==> config.mk <==
export PLATFORM = sky130hd
export DESIGN_NAME = cell_delay_meter
export DESIGN_NICKNAME = d
export VERILOG_FILES = /design/src/rtl/cell_delay_meter.sv
export SDC_FILE = /design/constraint.sdc
export NUM_CORES = 1
export LEC_CHECK = 0
export ABC_AREA = 1
export CORE_MARGIN = 3
export CORE_UTILIZATION = 40
export DETAILED_ROUTE_END_ITERATION = 10
export HOLD_SLACK_MARGIN = 0.1
export PLACE_DENSITY = 0.59
export SYNTH_ARGS = -nofsm -noshare
export SYNTH_HDL_FRONTEND = slang
export SYNTH_SLANG_ARGS = --single-unit
==> constraint.sdc <==
create_clock -name clk -period 2.8 [get_ports clk]
set_input_delay 0.56 -clock clk [delete_from_list [all_inputs] [get_ports clk]]
set_output_delay 0.56 -clock clk [all_outputs]
set_load 0.01 [all_outputs]
==> src/rtl/cell_delay_meter.sv <==
// cell_delay_meter: launches alternating edges into a cell under test and averages
// the synchronised rise and fall response delays in clk cycles.
module cell_delay_meter #(
    parameter int CNT_W       = 16,
    parameter int NAVG_LOG2   = 2,
    parameter int SETTLE_CYC  = 8,
    parameter int TIMEOUT_CYC = 65535
) (
    input  logic             clk,
    input  logic             r,
    input  logic             start,
    input  logic             inv,
    output logic             stim,
    input  logic             resp,
    output logic             busy,
    output logic             done,
    output logic             fail,
    output logic [CNT_W-1:0] rise_dly,
    output logic [CNT_W-1:0] fall_dly
);
    localparam int NSAMP = 1 << NAVG_LOG2;
    localparam int SUM_W = CNT_W + NAVG_LOG2;
    localparam int SET_W = $clog2(SETTLE_CYC);
    typedef enum logic [2:0] {IDLE, SETTLE, LAUNCH, WAIT, DONE} state_t;
    state_t               state_q;
    logic                 stim_q, inv_q, s1_q, s2_q, busy_q, done_q, fail_q;
    logic [CNT_W-1:0]     cnt_q, rise_q, fall_q, meas_d;
    logic [SET_W-1:0]     set_q;
    logic [NAVG_LOG2:0]   tr_q;
    logic [SUM_W-1:0]     rsum_q, fsum_q, rsum_d, fsum_d;
    logic                 hit_d;
    // Two cycles of count are synchroniser latency, not cell delay.
    always_comb begin
        hit_d  = s2_q == (stim_q ^ inv_q);
        meas_d = cnt_q >= CNT_W'(2) ? cnt_q - CNT_W'(2) : '0;
        rsum_d = rsum_q + (s2_q ? SUM_W'(meas_d) : '0);
        fsum_d = fsum_q + (s2_q ? '0 : SUM_W'(meas_d));
    end
    always_ff @(posedge clk) begin
        if (r) begin
            state_q <= IDLE;
            stim_q  <= 1'b0;
            inv_q   <= 1'b0;
            s1_q    <= 1'b0;
            s2_q    <= 1'b0;
            busy_q  <= 1'b0;
            done_q  <= 1'b0;
            fail_q  <= 1'b0;
            cnt_q   <= '0;
            rise_q  <= '0;
            fall_q  <= '0;
            set_q   <= '0;
            tr_q    <= '0;
            rsum_q  <= '0;
            fsum_q  <= '0;
        end else begin
            s1_q   <= resp;
            s2_q   <= s1_q;
            done_q <= 1'b0;
            case (state_q)
                IDLE: if (start) begin
                    rsum_q  <= '0;
                    fsum_q  <= '0;
                    tr_q    <= '0;
                    cnt_q   <= '0;
                    set_q   <= '0;
                    fail_q  <= 1'b0;
                    inv_q   <= inv;
                    busy_q  <= 1'b1;
                    state_q <= SETTLE;
                end
                SETTLE: if (set_q == SET_W'(SETTLE_CYC - 1)) begin
                    set_q <= '0;
                    if (!hit_d) begin
                        fail_q  <= 1'b1;
                        rise_q  <= '1;
                        fall_q  <= '1;
                        stim_q  <= 1'b0;
                        busy_q  <= 1'b0;
                        done_q  <= 1'b1;
                        state_q <= DONE;
                    end else begin
                        state_q <= LAUNCH;
                    end
                end else begin
                    set_q <= set_q + 1'b1;
                end
                LAUNCH: begin
                    stim_q  <= ~stim_q;
                    cnt_q   <= '0;
                    state_q <= WAIT;
                end
                WAIT: if (hit_d) begin
                    rsum_q <= rsum_d;
                    fsum_q <= fsum_d;
                    tr_q   <= tr_q + 1'b1;
                    if (tr_q == (NAVG_LOG2+1)'(2*NSAMP - 1)) begin
                        rise_q  <= rsum_d[SUM_W-1:NAVG_LOG2];
                        fall_q  <= fsum_d[SUM_W-1:NAVG_LOG2];
                        busy_q  <= 1'b0;
                        done_q  <= 1'b1;
                        state_q <= DONE;
                    end else begin
                        state_q <= SETTLE;
                    end
                end else if (cnt_q == CNT_W'(TIMEOUT_CYC)) begin
                    fail_q  <= 1'b1;
                    rise_q  <= '1;
                    fall_q  <= '1;
                    stim_q  <= 1'b0;
                    busy_q  <= 1'b0;
                    done_q  <= 1'b1;
                    state_q <= DONE;
                end else begin
                    cnt_q <= cnt_q + 1'b1;
                end
                DONE:    state_q <= IDLE;
                default: state_q <= IDLE;
            endcase
        end
    end
    assign stim     = stim_q;
    assign busy     = busy_q;
    assign done     = done_q;
    assign fail     = fail_q;
    assign rise_dly = rise_q;
    assign fall_dly = fall_q;
endmodule
## Yosys cells after proc, flatten, opt, wreduce, memory -nomap -nowiden

Cells that the tools add are included.

| word-level totals | value |
|---|---|
| word-level logic and storage cells | 110 |
| output and inout port bits | 36 |
| register bits | 100 |
| input port bits | 5 |

| operators by class | value |
|---|---|
| muxes and demuxes | 54 |
| reductions and logical operators | 16 |
| add/sub/neg operators | 6 |
| bitwise gates (word level) | 2 |
| eq/ne operators | 16 |
| magnitude comparators | 1 |

Operators with widths:

| operator | count |
|---|---|
| $mux 16 | 13 |
| $pmux 18 s2 | 2 |
| $pmux 16 s2 | 2 |
| $mux 18 | 3 |
| $pmux 16 s3 | 1 |
| $add 18x16->18 | 2 |
| $mux 3 | 9 |
| $mux 1 | 17 |
| $add 16x1->16 const B | 1 |
| $eq 16x16->1 const B | 1 |
| $ge 16x2->1 const B | 1 |
| $sub 16x2->16 const B | 1 |
| $ne 2x2->1 const B | 7 |
| $pmux 3 s2 | 2 |
| $pmux 3 s4 | 1 |
| $reduce_and 6->1 | 2 |
| $reduce_and 5->1 | 2 |
| $pmux 1 s3 | 3 |
| $reduce_bool 3->1 | 3 |
| $add 3x1->3 const B | 2 |
| $eq 3x2->1 const B | 2 |
| $eq 3x3->1 const B | 2 |
| $ne 3x3->1 const B | 2 |
| $reduce_and 3->1 | 2 |
| 9 further kinds | 12 |

## Depth between registers and ports, before layout

Gate-level depths: netlist (run 1).

| depth | value |
|---|---|
| depth after elaboration | 7 |
| mapped depth | 21 |
| depth with buffers taken out | 20 |

## Worst setup path before layout (run 1)

OpenSTA, ideal clock, no wires.

| timing path | value |
|---|---|
| kind | reg-to-reg |
| start point | reg cnt_q[1] |
| end point | reg fall_q[14], in the netlist fall_dly[14] |
| clock period less this slack | 2.630 ns |
| cell stages (with the launch flop) | 17 |
| slack | 0.170 ns |
| required time | 2.683 ns |
| setup time | 0.117 ns |
| buffers on the path | 0 |
| arrival | 2.513 ns |
| cell sequence | dfxtp_1 inv_1 ha_1 nand4_1 nor2_1 nand3_1 o21ai_0 inv_1 o21ai_0 nor2_1 ha_1 a21oi_1 o21ai_0 a21oi_1 nand3_1 a21oi_1 nor2_1 |

| on the way | value |
|---|---|
| cells in the longest elaborated chain, start to end | 7 |
| elaborated cells on any way between the ends | 11 |
| those cells by class | add/sub: 2; order compare: 1; eq/ne: 2; mux: 5; reduce/logical: 1 |

RTL lines:

| element | RTL line | source |
|---|---|---|
| from (decl) | 27 | `logic [CNT_W-1:0] cnt_q, rise_q, fall_q, meas_d;` |
| from (signal assigned) | 115 | `cnt_q <= cnt_q + 1'b1;` |
| $sub 16x2->16 or $ge 16x2->1 (tied branches) | 35 | `meas_d = cnt_q >= CNT_W'(2) ? cnt_q - CNT_W'(2) : '0;` |
| $mux 16 | 35 |  |
| $mux 16 | 37 | `fsum_d = fsum_q + (s2_q ? '0 : SUM_W'(meas_d));` |
| $add 18x16->18 | 37 |  |
| $mux 16 | 97 | `if (tr_q == (NAVG_LOG2+1)'(2*NSAMP - 1)) begin` |
| $mux 16 | 93 | `WAIT: if (hit_d) begin` |
| $pmux 16 s2 | 60 | `case (state_q)` |
| to (signal assigned) | 99 | `fall_q <= fsum_d[SUM_W-1:NAVG_LOG2];` |
| to (decl) | 27 |  |

Parallel ways exist; a longest one is shown, timed or not. The select of a mux whose other input is x is not followed.
A chain may end at the register's enable or synchronous reset.

## Worst setup path in the final report (run 1)

| timing path | value |
|---|---|
| start point | reg cnt_q[1] |
| end point | reg fsum_q[6] |

| on the way | value |
|---|---|
| cells in the longest elaborated chain, start to end | 6 |
| elaborated cells on any way between the ends | 7 |
| those cells by class | add/sub: 2; order compare: 1; mux: 4 |

RTL lines:

| element | RTL line | source |
|---|---|---|
| $sub 16x2->16 or $ge 16x2->1 (tied branches) | 35 |  |
| $mux 16 (*) | 35 |  |
| $mux 16 (*) | 37 |  |
| $add 18x16->18 (*) | 37 |  |
| $mux 18 (*) | 93 |  |
| $pmux 18 s2 (*) | 60 |  |
| to (signal assigned) | 95 | `fsum_q <= fsum_d;` |
| to (decl) | 30 | `logic [SUM_W-1:0] rsum_q, fsum_q, rsum_d, fsum_d;` |

Every way passes the cells marked *; elsewhere a longest branch is shown, timed or not. The select of a mux whose other input is x is not followed.

==> impl_metrics.ini, run 1 <==
[floorplan]
core_area_um2 = 16100
num_rows = 46
die_area_um2 = 18100
dieWidth_um = 135
boundaryPins = 41
start_util_pct = 41.2
die_h_um = 135

[power_and_ir_drop]
p_per_area_nw_per_um2 = 596
finalPower_uw = 5060
peakVddDrop_v = 0.000442
leakagePower_uw = 0.00378

[place]
placed_cells = 1299
place_area_um2 = 7530
portBuffers = 40
dpl.hpwl_um = 13300
finalWeightedCongestion = 0.948

[synthesis]
synth_area_um2 = 6620
synth.most_common_cell = nand2_1
yosysSeqAreaShare_pct = 30.2
ys.flop_type = dfxtp_1
synthDistinctLibCells = 36
syn_inst = 1021
synth.top_cell.area_share_pct = 30.2
syn_nets = 1068
synth_seq_cells = 100
synth_edf_count = 0
synthTopCellsByArea = dfxtp_1 30%, nand2_1 16%, a21oi_1 7.9%, ha_1 7.6%, nor2_1 7.1%
syn_avg_cell_area_um2 = 6.49
synth_warnings = 0
synth_top_area_cell = dfxtp_1
async_reset_ff_share_pct = 0
synth_commonest_cells = 276 x nand2_1, 125 x nor2_1, 105 x a21oi_1, 100 x dfxtp_1, 94 x inv_1

[global_routing]
antenna_found_initial = 0
use_met3_pct = 3.65
met2_usage_pct = 33.9
gr-usage-met1_pct = 28.9
track_usage_pct = 21.1
grt_pass1_wl_um = 30900
gr-total-overflow = 0
grt_max_degree = 58
grt_pass1_vias = 6277
top_usage_layer = met2

[layout]
drive_gt1_share_pct = 23.2
syn_to_final_growth_pct = 28.4
seqCellArea_um2 = 2010
diodes = 0
utilization_pct = 53.0
design_area_um2 = 8500
instances_no_fill = 1325
multi_input_area_um2 = 4570
n_fill_cell = 1606
nets = 1151

[timing]
finalCriticalPeriod_ps = 2690
setup_viol_count_final = 0
final-hold-violation-count = 0
finClkSkew_ps = 7.36
slew_headroom_pct = 51.7
fmaxAchievable_mhz = 371
rsz0062_at_grt = yes
slew_violations = 0
fin_crit_sh_pct = 96.2
tightestPinTransition_ps = 725

[cts]
cts_made_buffers = 9
cts_tree = done
cts-root-buf = clkbuf_16
clk_latency_ps = 360
htree_levels = 3
clk_pin_slew_worst_paths_ps = 70
clockBufferDepth = 2
cts.sinks = 100
hold_buffers = 0

[route]
routed_wl_um = 18800
drc = 0
drtAntennaViolNets = 0
wire_per_inst_um = 14.2
vias_per_cell = 4.96
dr.pass1.iters = 5
drt_iter0_drc = 381
via_count = 6569

[critical_path]
crit_path_end_kind = register
ff2ff_path_depth = 16
critPathKind = register to register
reg2reg_to = fsum_q[6]
worstReg2RegStart = cnt_q[1]
endpoint = fsum_q[6]
critical_path.max_fanout = 5
critPathLaunchType = register
crit_required_ps = 3090
crit_start = cnt_q[1]
arrival_ps = 2980
reg2reg_slack_ps = 110

[min_path]
hold_class = register to register

[outcome]
outcome = finished, final reports clean

[job]
maxCapViolations = 0
[power breakdown]
| group | internal, uW | switching (uW) |
|---|---|---|
| Combinational | 853 | 1360 |
| Sequential | 1490 | 47.4 |
| Clock | 708 | 611 |
[worst min-delay path by stage]
| stage | start | to | slack (ps) | depth (start not counted) |
|---|---|---|---|---|
| 5_1_grt | s1_q | s2_q | 430 | 2 |
| 3_3_place_gp | s1_q | s2_q | 390 | 2 |
| 4_1_cts | s1_q | s2_q | 410 | 2 |
| 3_5_place_dp | s1_q | s2_q | 400 | 2 |
| 2_1_floorplan | s1_q | s2_q | 390 | 2 |
| 6_report | s1_q | s2_q | 400 | 2 |
[cells by family (layout without fill, tap and decap cells)]
group / count (synthesis) / count (layout) / synth area share [%]
simple gates: 541 / 541 / 35.3
xor+xnor: 31 / 31 / 4.10
fa+ha+maj: 42 / 42 / 8.16
buf+inv: 144 / 232 / 9.43
flops: 100 / 100 / 30.2
compound gates: 163 / 163 / 12.8
[routing by layer]
layer	vias to the layer above	routed length (um)	part of all wire (%)
li1	3445	-	-
met1	2994	9040	48
met2	112	8860	47
met3	18	616	3.3
met4	0	279	1.5
met5	-	0	0
[worst max-delay path: stages (launching register included)]
cell and delay [ps]:
dfxtp_2 350, buf_4 120, ha_1 140, nand2_1 70, nand3_2 90, inv_2 60
buf_4 140, nor3_1 250, ha_1 340, buf_4 160, nand3b_1 90, nand2_2 70
nand2_1 70, nand2_2 100, xnor2_2 160, or2_2 270, a21oi_1 110
[per-stage QoR]
step	setup WS, ps	hold WS, ps	TNS (ps)
after floorplan	170	388	0
after global placement	-38.9	395	-234
after detailed placement	-85.2	396	-633
after CTS	4.59	407	0
after global routing	-114	425	-1220
final	106	404	0
[flip-flops by register name (all words and copies together), names as in the netlist, 3 cells and up]
name	cells
rise_dly	16
state_q	3
set_q	3
tr_q	3
rsum_q	18
fall_dly	16
cnt_q	16
fsum_q	18
[area by class of cell]
cell class	instances	area share, %
Inverter	105	4.66
Clock inverter	7	0.986
Clock buffer	9	2.65
Multi-Input combinational cell	777	53.8
Sequential cell	100	23.6
Timing Repair Buffer	111	11.2
Tap cell	216	3.18
[cell usage in the layout (no fill, tap or decap), drive strengths merged, types with 5 or more instances in the layout]
cell,netlist,routed
nand3,76,76
clkdlybuf4s50,0,39
a21oi,106,106
o21ai,49,49
dfxtp,100,100
buf,27,72
or2,5,5
clkbuf,12,9
nor2,138,138
nand3b,9,9
nor3,18,18
ha,40,40
nand4,5,5
inv,105,107
xnor2,7,7
xor2,24,24
nand2,285,285
[timing repair]
item | CTS | global route
setup endpoints to repair | 14 | 55
buffers inserted | 1 | 9
gates resized for setup | 7 | 139
pin swaps | 8 | 39
No activity file was read; power rests on OpenSTA's default activity.
==> run 2: changes to the inputs <==
- CORE_UTILIZATION: 40 -> 30
- PLACE_DENSITY: 0.59 -> 0.47
==> impl_metrics.ini, run 2 (synthesis gave the netlist of run 1 again) <==
[outcome]
outcome = finished, final reports clean

[power_and_ir_drop]
p_per_area_nw_per_um2 = 600
finalPower_uw = 5340
leakagePower_uw = 0.00399
peakVddDrop_v = 0.000289

[cts]
cts.sinks = 100
cts_tree = done
cts_made_buffers = 9
clockBufferDepth = 2
clk_latency_ps = 360
cts-root-buf = clkbuf_16
clk_pin_slew_worst_paths_ps = 70
hold_buffers = 0
htree_levels = 3

[place]
pre_cts_slack_ps = -173
finalWeightedCongestion = 0.900
dpl.hpwl_um = 14500
portBuffers = 40
place_area_um2 = 7720

[timing]
holdWs_ps = 411
finalCriticalPeriod_ps = 2740
fmaxAchievable_mhz = 366
final-hold-violation-count = 0
slew_headroom_pct = 50.9
finClkSkew_ps = 8.55
finalWorstSetupSlack_ps = 64.3
slew_violations = 0
rsz0062_at_grt = yes
setup_viol_count_final = 0
fin_crit_sh_pct = 97.7
tightestPinTransition_ps = 737

[route]
routed_wl_um = 20400
drc = 0
drt_iter0_drc = 305
wire_per_inst_um = 14.5
via_count = 6684
dr.pass1.iters = 5
drtAntennaViolNets = 0
vias_per_cell = 4.75

[layout]
design_area_um2 = 8890
layout_commonest_cell = nand2_1
reg_top3 = fsum_q x18, rsum_q x18
final_cell_mix = 239 x nand2_1, 97 x nor2_1, 93 x dfxtp_1, 91 x buf_4, 88 x inv_1
nets = 1174
drive_gt1_share_pct = 27.3
diodes = 0
syn_to_final_growth_pct = 34.3

[min_path]
holdPathStages = 2
hold_class = register to register

[critical_path]
ff2ff_path_depth = 20
critPathLaunchType = register
critical_path.max_fanout = 4
crit_required_ps = 3060
crit_path_end_kind = register
arrival_ps = 3000
critPathKind = register to register

[job]
maxCapViolations = 0

[floorplan]
die_area_um2 = 23900
core_area_um2 = 21400
boundaryPins = 41
die_h_um = 155
dieWidth_um = 155
start_util_pct = 31.0
num_rows = 53

[global_routing]
grt_pass1_wl_um = 32400
track_usage_pct = 16.8
gr-total-overflow = 0
antenna_found_initial = 0
grt_pass1_vias = 6400
grt_max_degree = 58
## run 2: layer usage
metal	share of wire [%]	GRT usage [%]
met1	50	23.1
met2	45	26.8
met3	2.9	2.46
met4	2.2	5.89
met5	0	0
## run 2: per-stage QoR
stage	instances	TNS [ps]	utilization, %
global route	1407	-1620	41.7
global placement	1375	-1670	36.1
detailed placement	1375	-2510	36.1
floorplan	1021	0	-
finish	1407	0	41.7
CTS	1393	-234	37.8
## run 2: critical path, cell delays in order (launching register included)
cell	delay (ps)
dfxtp_4	360
inv_4	70
ha_4	130
nand4_1	140
nor2_2	180
buf_6	130
buf_4	90
nand3_1	50
nand2_1	80
a21o_4	160
nor2_4	50
ha_4	310
nand2_1	80
inv_1	130
nand3_4	110
nor3_4	140
nand2_2	110
nand2_2	70
nand2_2	70
a21oi_2	130
nor2_1	40
## run 2: area by class of cell
cell class,instances,area [um^2]
clock buffer,10,239
clock inverter,6,86.3
fill,2268,12500
inverter,105,397
multi-input combinational,777,4690
sequential,100,2010
tap,275,344
timing repair buffer,134,1120
## run 2: repair_timing
action | in CTS | in global routing
setup buffers | 2 | 15
endpoints found under the setup margin | 41 | 52
pin swaps | 5 | 47
gates resized for setup | 10 | 178
cloned | 0 | 0
## run 2: power breakdown
part | total [uW] | internal [uW] | switching (uW) | leakage (uW)
clock | 1400 | 808 | 591 | 0.000159
combinational | 2400 | 947 | 1450 | 0.00302
sequential | 1540 | 1490 | 48.4 | 0.000811
total | 5340 | 3240 | 2090 | 0.00399
## run 2: worst paths after layout
check                               from            to  slack (ps)
worst max register to register  cnt_q[1]  rise_dly[12]          60
worst min register to register      s1_q          s2_q         410
worst min-delay path                s1_q          s2_q         410
worst max-delay path            cnt_q[1]  rise_dly[12]          60
